$ cat src/rtl/branch_resolve_unit.sv
`default_nettype none
// ============================================================================
// Module   : branch_resolve_unit
// Brief    : EX-stage branch/jump resolution. It drives the comparator sign
//            select and resolves conditional branches, JAL and JALR against
//            the fetch prediction. A mispredict raises a handshaked redirect
//            to fetch, followed by a timed flush of the younger stages. The
//            block also owns a 2-bit-counter branch history table.
// Options  : define BRANCH_STATS_EN to add the stat_branches_o and
//            stat_mispred_o counter ports.
// Revision : 1.0 - initial release
// ============================================================================
module branch_resolve_unit #(
  parameter int XLEN         = 32,
  parameter int BHT_ENTRIES  = 64,
  parameter int FLUSH_CYCLES = 2
) (
  input  logic            clk_i,
  input  logic            rst_i,
  input  logic            res_valid_i,
  output logic            res_ready_o,
  input  logic            is_branch_i,
  input  logic            is_jal_i,
  input  logic            is_jalr_i,
  input  logic [2:0]      funct3_i,
  input  logic [XLEN-1:0] pc_i,
  input  logic [XLEN-1:0] imm_i,
  input  logic [XLEN-1:0] rs1_i,
  input  logic            pred_taken_i,
  input  logic [XLEN-1:0] pred_target_i,
  output logic            uns_o,
  input  logic            equal_i,
  input  logic            less_i,
  output logic            redirect_valid_o,
  input  logic            redirect_ready_i,
  output logic [XLEN-1:0] redirect_pc_o,
  output logic            flush_o,
  input  logic [XLEN-1:0] lookup_pc_i,
  output logic            lookup_taken_o
`ifdef BRANCH_STATS_EN
  ,
  output logic [31:0]     stat_branches_o,
  output logic [31:0]     stat_mispred_o
`endif
);

  localparam int IDX_W = $clog2(BHT_ENTRIES);

  typedef enum logic [1:0] {
    IDLE     = 2'd0,
    REDIRECT = 2'd1,
    FLUSH    = 2'd2
  } state_t;

  state_t          state;
  state_t          state_next;
  logic [3:0]      flush_cnt;
  logic [3:0]      flush_cnt_next;

  logic            accept;
  logic            legal_cond;
  logic            cond_taken;
  logic            taken;
  logic            kind_valid;
  logic            mispredict;
  logic [XLEN-1:0] branch_target;
  logic [XLEN-1:0] jalr_sum;
  logic [XLEN-1:0] target;
  logic [XLEN-1:0] fall_through;
  logic [XLEN-1:0] corrected_pc;

  logic [1:0]      bht [BHT_ENTRIES];
  logic [IDX_W-1:0] upd_idx;
  logic [IDX_W-1:0] look_idx;
  logic [1:0]      upd_cur;
  logic [1:0]      upd_next;
  logic            bht_we;

  // Bits that do not participate in indexing or in the aligned JALR target.
  logic            unused_bits;
  assign unused_bits = ^{lookup_pc_i[XLEN-1:IDX_W+2], lookup_pc_i[1:0], jalr_sum[0]};

  // Resolve is only taken while idle, so busy-state requests simply stall.
  assign accept = res_valid_i && (state == IDLE);
  assign uns_o  = funct3_i[1];

  // funct3 010/011 are not branch encodings; they never train or mispredict.
  assign legal_cond = is_branch_i && (funct3_i[2] || !funct3_i[1]);

  // Condition evaluation from the comparator flags.
  always_comb begin
    cond_taken = 1'b0;
    case (funct3_i)
      3'b000:         cond_taken = equal_i;
      3'b001:         cond_taken = !equal_i;
      3'b100, 3'b110: cond_taken = less_i;
      3'b101, 3'b111: cond_taken = !less_i;
      default:        cond_taken = 1'b0;
    endcase
  end

  assign branch_target = pc_i + imm_i;
  assign jalr_sum      = rs1_i + imm_i;
  assign target        = is_jalr_i ? {jalr_sum[XLEN-1:1], 1'b0} : branch_target;
  assign fall_through  = pc_i + XLEN'(4);
  assign taken         = is_jal_i || is_jalr_i || (legal_cond && cond_taken);
  assign kind_valid    = legal_cond || is_jal_i || is_jalr_i;
  assign mispredict    = kind_valid &&
                         ((taken != pred_taken_i) || (taken && (target != pred_target_i)));
  assign corrected_pc  = taken ? target : fall_through;

  // State and flush counter registers.
  always_ff @(posedge clk_i or posedge rst_i) begin
    if (rst_i) begin
      state     <= IDLE;
      flush_cnt <= 4'd0;
    end else begin
      state     <= state_next;
      flush_cnt <= flush_cnt_next;
    end
  end

  // Next-state logic; the handshake and flush outputs decode straight from the state.
  always_comb begin
    state_next       = state;
    flush_cnt_next   = flush_cnt;
    res_ready_o      = 1'b0;
    redirect_valid_o = 1'b0;
    flush_o          = 1'b0;
    case (state)
      IDLE: begin
        res_ready_o = 1'b1;
        if (accept && mispredict) begin
          state_next = REDIRECT;
        end
      end
      REDIRECT: begin
        redirect_valid_o = 1'b1;
        flush_o          = 1'b1;
        if (redirect_ready_i) begin
          state_next     = FLUSH;
          flush_cnt_next = 4'(FLUSH_CYCLES - 1);
        end
      end
      FLUSH: begin
        flush_o = 1'b1;
        if (flush_cnt == 4'd0) begin
          state_next = IDLE;
        end else begin
          flush_cnt_next = flush_cnt - 4'd1;
        end
      end
      default: begin
        state_next = IDLE;
      end
    endcase
  end

  // Capture the corrected PC only when a redirect is about to start.
  always_ff @(posedge clk_i or posedge rst_i) begin
    if (rst_i) begin
      redirect_pc_o <= '0;
    end else if (accept && mispredict) begin
      redirect_pc_o <= corrected_pc;
    end
  end

  assign upd_idx        = pc_i[IDX_W+1:2];
  assign look_idx       = lookup_pc_i[IDX_W+1:2];
  assign lookup_taken_o = bht[look_idx][1];
  assign bht_we         = accept && legal_cond;
  assign upd_cur        = bht[upd_idx];

  // Saturating 2-bit counter step.
  always_comb begin
    upd_next = upd_cur;
    if (cond_taken) begin
      if (upd_cur != 2'b11) upd_next = upd_cur + 2'b01;
    end else begin
      if (upd_cur != 2'b00) upd_next = upd_cur - 2'b01;
    end
  end

  // BHT storage; reads are combinational so a same-cycle lookup sees the old value.
  always_ff @(posedge clk_i or posedge rst_i) begin
    if (rst_i) begin
      for (int e = 0; e < BHT_ENTRIES; e++) begin
        bht[e] <= 2'b01;
      end
    end else if (bht_we) begin
      bht[upd_idx] <= upd_next;
    end
  end

`ifdef BRANCH_STATS_EN
  // Resolve and mispredict event counters, wrapping naturally.
  always_ff @(posedge clk_i or posedge rst_i) begin
    if (rst_i) begin
      stat_branches_o <= 32'd0;
      stat_mispred_o  <= 32'd0;
    end else if (accept) begin
      stat_branches_o <= stat_branches_o + 32'd1;
      if (mispredict) begin
        stat_mispred_o <= stat_mispred_o + 32'd1;
      end
    end
  end
`endif

endmodule
`default_nettype wire

$ cat config.mk
export PLATFORM = sky130hd
export DESIGN_NAME = branch_resolve_unit
export DESIGN_NICKNAME = d
export VERILOG_FILES = /design/src/rtl/branch_resolve_unit.sv
export SDC_FILE = /design/constraint.sdc
export NUM_CORES = 1
export LEC_CHECK = 0
export CELL_PAD_IN_SITES_DETAIL_PLACEMENT = 2
export CELL_PAD_IN_SITES_GLOBAL_PLACEMENT = 2
export CORE_ASPECT_RATIO = 0.6
export CORE_UTILIZATION = 36
export DETAILED_ROUTE_END_ITERATION = 8
export GPL_ROUTABILITY_DRIVEN = 0
export GPL_TIMING_DRIVEN = 1
export PLACE_DENSITY_LB_ADDON = 0.1
export SLEW_MARGIN = 20
export SYNTH_ARGS = -nofsm -noshare
export SYNTH_HDL_FRONTEND = slang
export SYNTH_SLANG_ARGS = --single-unit
$ cat constraint.sdc
create_clock -name clk_i -period 11.35 [get_ports clk_i]
set_clock_uncertainty 0.15 [all_clocks]
set_input_delay 2.27 -clock clk_i [delete_from_list [all_inputs] [get_ports clk_i]]
set_output_delay 2.27 -clock clk_i [all_outputs]
set_load 0.01 [all_outputs]
==> flow_metrics.py <==
metrics = {
    "run": {
        "maxCapViolCount": 0,
    },
    "worst_setup_path": {
        "crit_path_frequent_cell": "mux4_2",
        "crit_chain": "clkdlybuf4s50_1 -> mux4_2 -> mux4_2 -> mux4_2 -> clkdlybuf4s50_1",
        "path_class": "input pin to output pin",
        "startpoint_type": "input pin",
        "slowest_delay_ps": 1140,
        "cp_slowest_cell": "clkdlybuf4s50_1",
        "critPathArrivalTime_ps": 5420,
        "cp_max_fo": 16,
        "required_ps": 8930,
        "endpoint_kind": "output pin",
    },
    "die": {
        "ios": 210,
        "die_area_mm2": 0.0394,
        "start_util_pct": 36.7,
        "die_x_um": 256,
        "die_h_um": 154,
        "num_rows": 55,
        "core_area_mm2": 0.0378,
    },
    "cts": {
        "cts-hold-fix-buffers": 0,
        "cts_resized": 0,
        "numCtsBuffers": 17,
        "clock-sinks": 166,
        "post_cts_buffers": 0,
        "clkLatencyLatePin_ps": 450,
        "htree_levels": 4,
        "cts_buffer_depth": 2,
        "cts_tree": "built",
        "cts-root-buf": "clkbuf_16",
        "cts.reportedPaths.clkPinSlew_ps": 60,
    },
    "synth": {
        "synth_top_flop_cell": "dfrtp_1",
        "synth_edf_count": 0,
        "synth-seq-area-share_pct": 30.5,
        "synthArstFlopShare_pct": 100,
        "avgSynthCellArea_um2": 8.26,
        "ys_ff_latch": 166,
        "netlist_instances": 1681,
        "synthesis.nets": 1922,
        "synth_area_mm2": 0.0139,
        "ys_warn_count": 0,
        "synth_cell_types": 85,
    },
    "sta": {
        "period_share_pct": 69.0,
        "finalSetupTns_ps": 0,
        "fmax_mhz": 128,
        "timing.slew.headroom_pct": 19.8,
        "rsz0062_at_grt": "no",
        "setup_viol": 0,
        "timing.final.ws_setup_ps": 3510,
        "fin_crit_ps": 7840,
        "drv_slew": 0,
        "tightest_slew_ps": 1200,
        "final_hold_viol_count": 0,
        "whs_ps": 359,
    },
    "placed_design": {
        "numPortBuffers": 183,
        "place_ws_ps": 3450,
        "place_area_mm2": 0.0162,
        "hpwl_um": 49000,
    },
    "cells_and_area": {
        "syn2layout_area_growth_pct": 20.9,
        "drive_above_1_share_pct": 10.8,
        "design_area_mm2": 0.0168,
        "multiInputGateArea_mm2": 0.00922,
        "nNetsFinal": 2055,
        "fillers": 4198,
        "seq_area_mm2": 0.00423,
    },
    "global_route": {
        "grt_pass1_wl_um": 96900,
        "antenna_found_initial": 2,
        "grt_usage_pct": 32.1,
        "grt_overflow_total": 0,
        "grt_pass1_vias": 15200,
        "grt_max_degree": 105,
    },
    "power": {
        "leakage_nw": 6.52,
        "p_per_area_mw_per_mm2": 151,
        "p_total_w": 0.00254,
        "ir_worst_vdd_mv": 0.120,
    },
    "routing": {
        "via_count": 14600,
        "first_pass_iters": 5,
        "drc_errors": 0,
        "drt_first_iter_violations": 1372,
        "wl_per_cell_um": 27.4,
        "drt-total-wl_um": 64300,
        "ant_nets": 0,
        "via_per_inst": 6.22,
    },
    "run_status": {
        "status": "finished, final reports clean",
    },
    "worst_hold_path": {
        "min_path_type": "flip-flop to flip-flop",
    },
}
## power by group
| part | switching, W | leakage (nW) | internal, W |
|---|---|---|---|
| clock network | 0.000265 | 0.271 | 0.000327 |
| registers | 0.000117 | 1.99 | 0.000747 |
| logic | 0.000601 | 4.26 | 0.000488 |
| total | 0.000983 | 6.52 | 0.00156 |
## flip-flops by register name, summed over array words and instances (netlist names)
name / flops
redirect_pc_o: 32
state: 2
bht: 128
flush_cnt: 4
## metal layers
layer / track usage [%] / vias up / wire (µm)
met5: 0 / - / 13
met4: 4.39 / 2 / 656
met3: 5.64 / 54 / 4510
met2: 48.2 / 516 / 27700
met1: 48.8 / 7515 / 31300
li1: - / 6464 / -
## placed cells by master, fill, tap and decap left out, drive strengths merged, types with 38 or more instances in the layout
cell,count
dfstp,64
nand2,127
a21oi,249
xnor2,61
o21ai,65
a22oi,38
clkdlybuf4s50,182
nor2,280
nand3,41
ha,66
xor2,45
dfrtp,102
## layout make-up
type / count / area share (%)
antenna: 1 / 0.0149
timing repair buffer: 203 / 12.0
clock buffer: 22 / 2.64
multi-input combinational: 1395 / 54.9
sequential: 166 / 25.2
clock inverter: 10 / 0.752
inverter: 31 / 0.723
tap: 513 / 3.82
## worst paths after layout
kind / from / end / slack (ps) / cells after the start
min in group asynchronous: rst_i / flush_cnt[2] / 2010 / 2
max reg2reg: bht[25] / bht[100] / 7430 / 9
max: lookup_pc_i[3] / lookup_taken_o / 3510 / 5
max in group asynchronous: rst_i / bht[29] / 7850 / 3
min reg2reg: bht[62] / bht[62] / 360 / 2
min: bht[62] / bht[62] / 360 / 2
## synthesized netlist by cell type, types with 7 or more instances
cell type / instances / area (µm²)
nor2_1: 279 / 1050
a21oi_1: 248 / 1240
nand2_1: 127 / 477
dfrtp_1: 102 / 2550
ha_1: 66 / 826
dfstp_2: 64 / 1680
o21ai_0: 61 / 305
xnor2_1: 61 / 534
clkbuf_1: 50 / 188
xor2_1: 45 / 394
nand3_1: 41 / 205
a22oi_1: 38 / 285
a31oi_1: 34 / 213
inv_1: 31 / 116
mux2_4: 29 / 435
nand4_1: 29 / 181
a211oi_1: 23 / 173
buf_2: 21 / 105
mux4_2: 21 / 473
nor3_1: 19 / 95.1
a22o_1: 17 / 149
a221oi_1: 15 / 131
mux2i_1: 14 / 140
o31ai_1: 14 / 105
a21o_1: 13 / 97.6
and3_1: 13 / 81.3
buf_1: 13 / 48.8
o211ai_1: 13 / 97.6
nor2b_1: 11 / 68.8
o21a_1: 11 / 82.6
nand2b_1: 9 / 56.3
o2111ai_1: 9 / 78.8
nand3b_1: 8 / 60.1
nor3b_1: 8 / 60.1
o21bai_1: 8 / 60.1
nor4_1: 7 / 43.8
## logic make-up after synthesis
group,after synthesis,share of synthesized area (%)
simple gates,588,19.2
compound gates,563,25.6
flops,166,30.5
buf+inv,120,3.68
xor+xnor,107,6.85
fa+ha+maj,69,6.31
mux,68,7.87
## metrics by stage
| step | utilization (%) | cells |
|---|---|---|
| floorplan | - | 1681 |
| global placement | 42.7 | 2305 |
| detailed placement | 42.7 | 2305 |
| CTS | 44.2 | 2337 |
| global route | 44.4 | 2341 |
| finish | 44.4 | 2341 |
## critical path: cells and delay by family
| kind | cells | cell delay [ps] |
|---|---|---|
| buf+inv | 2 | 1640 |
| mux | 3 | 1500 |
No activity file was read; power rests on OpenSTA's default activity.
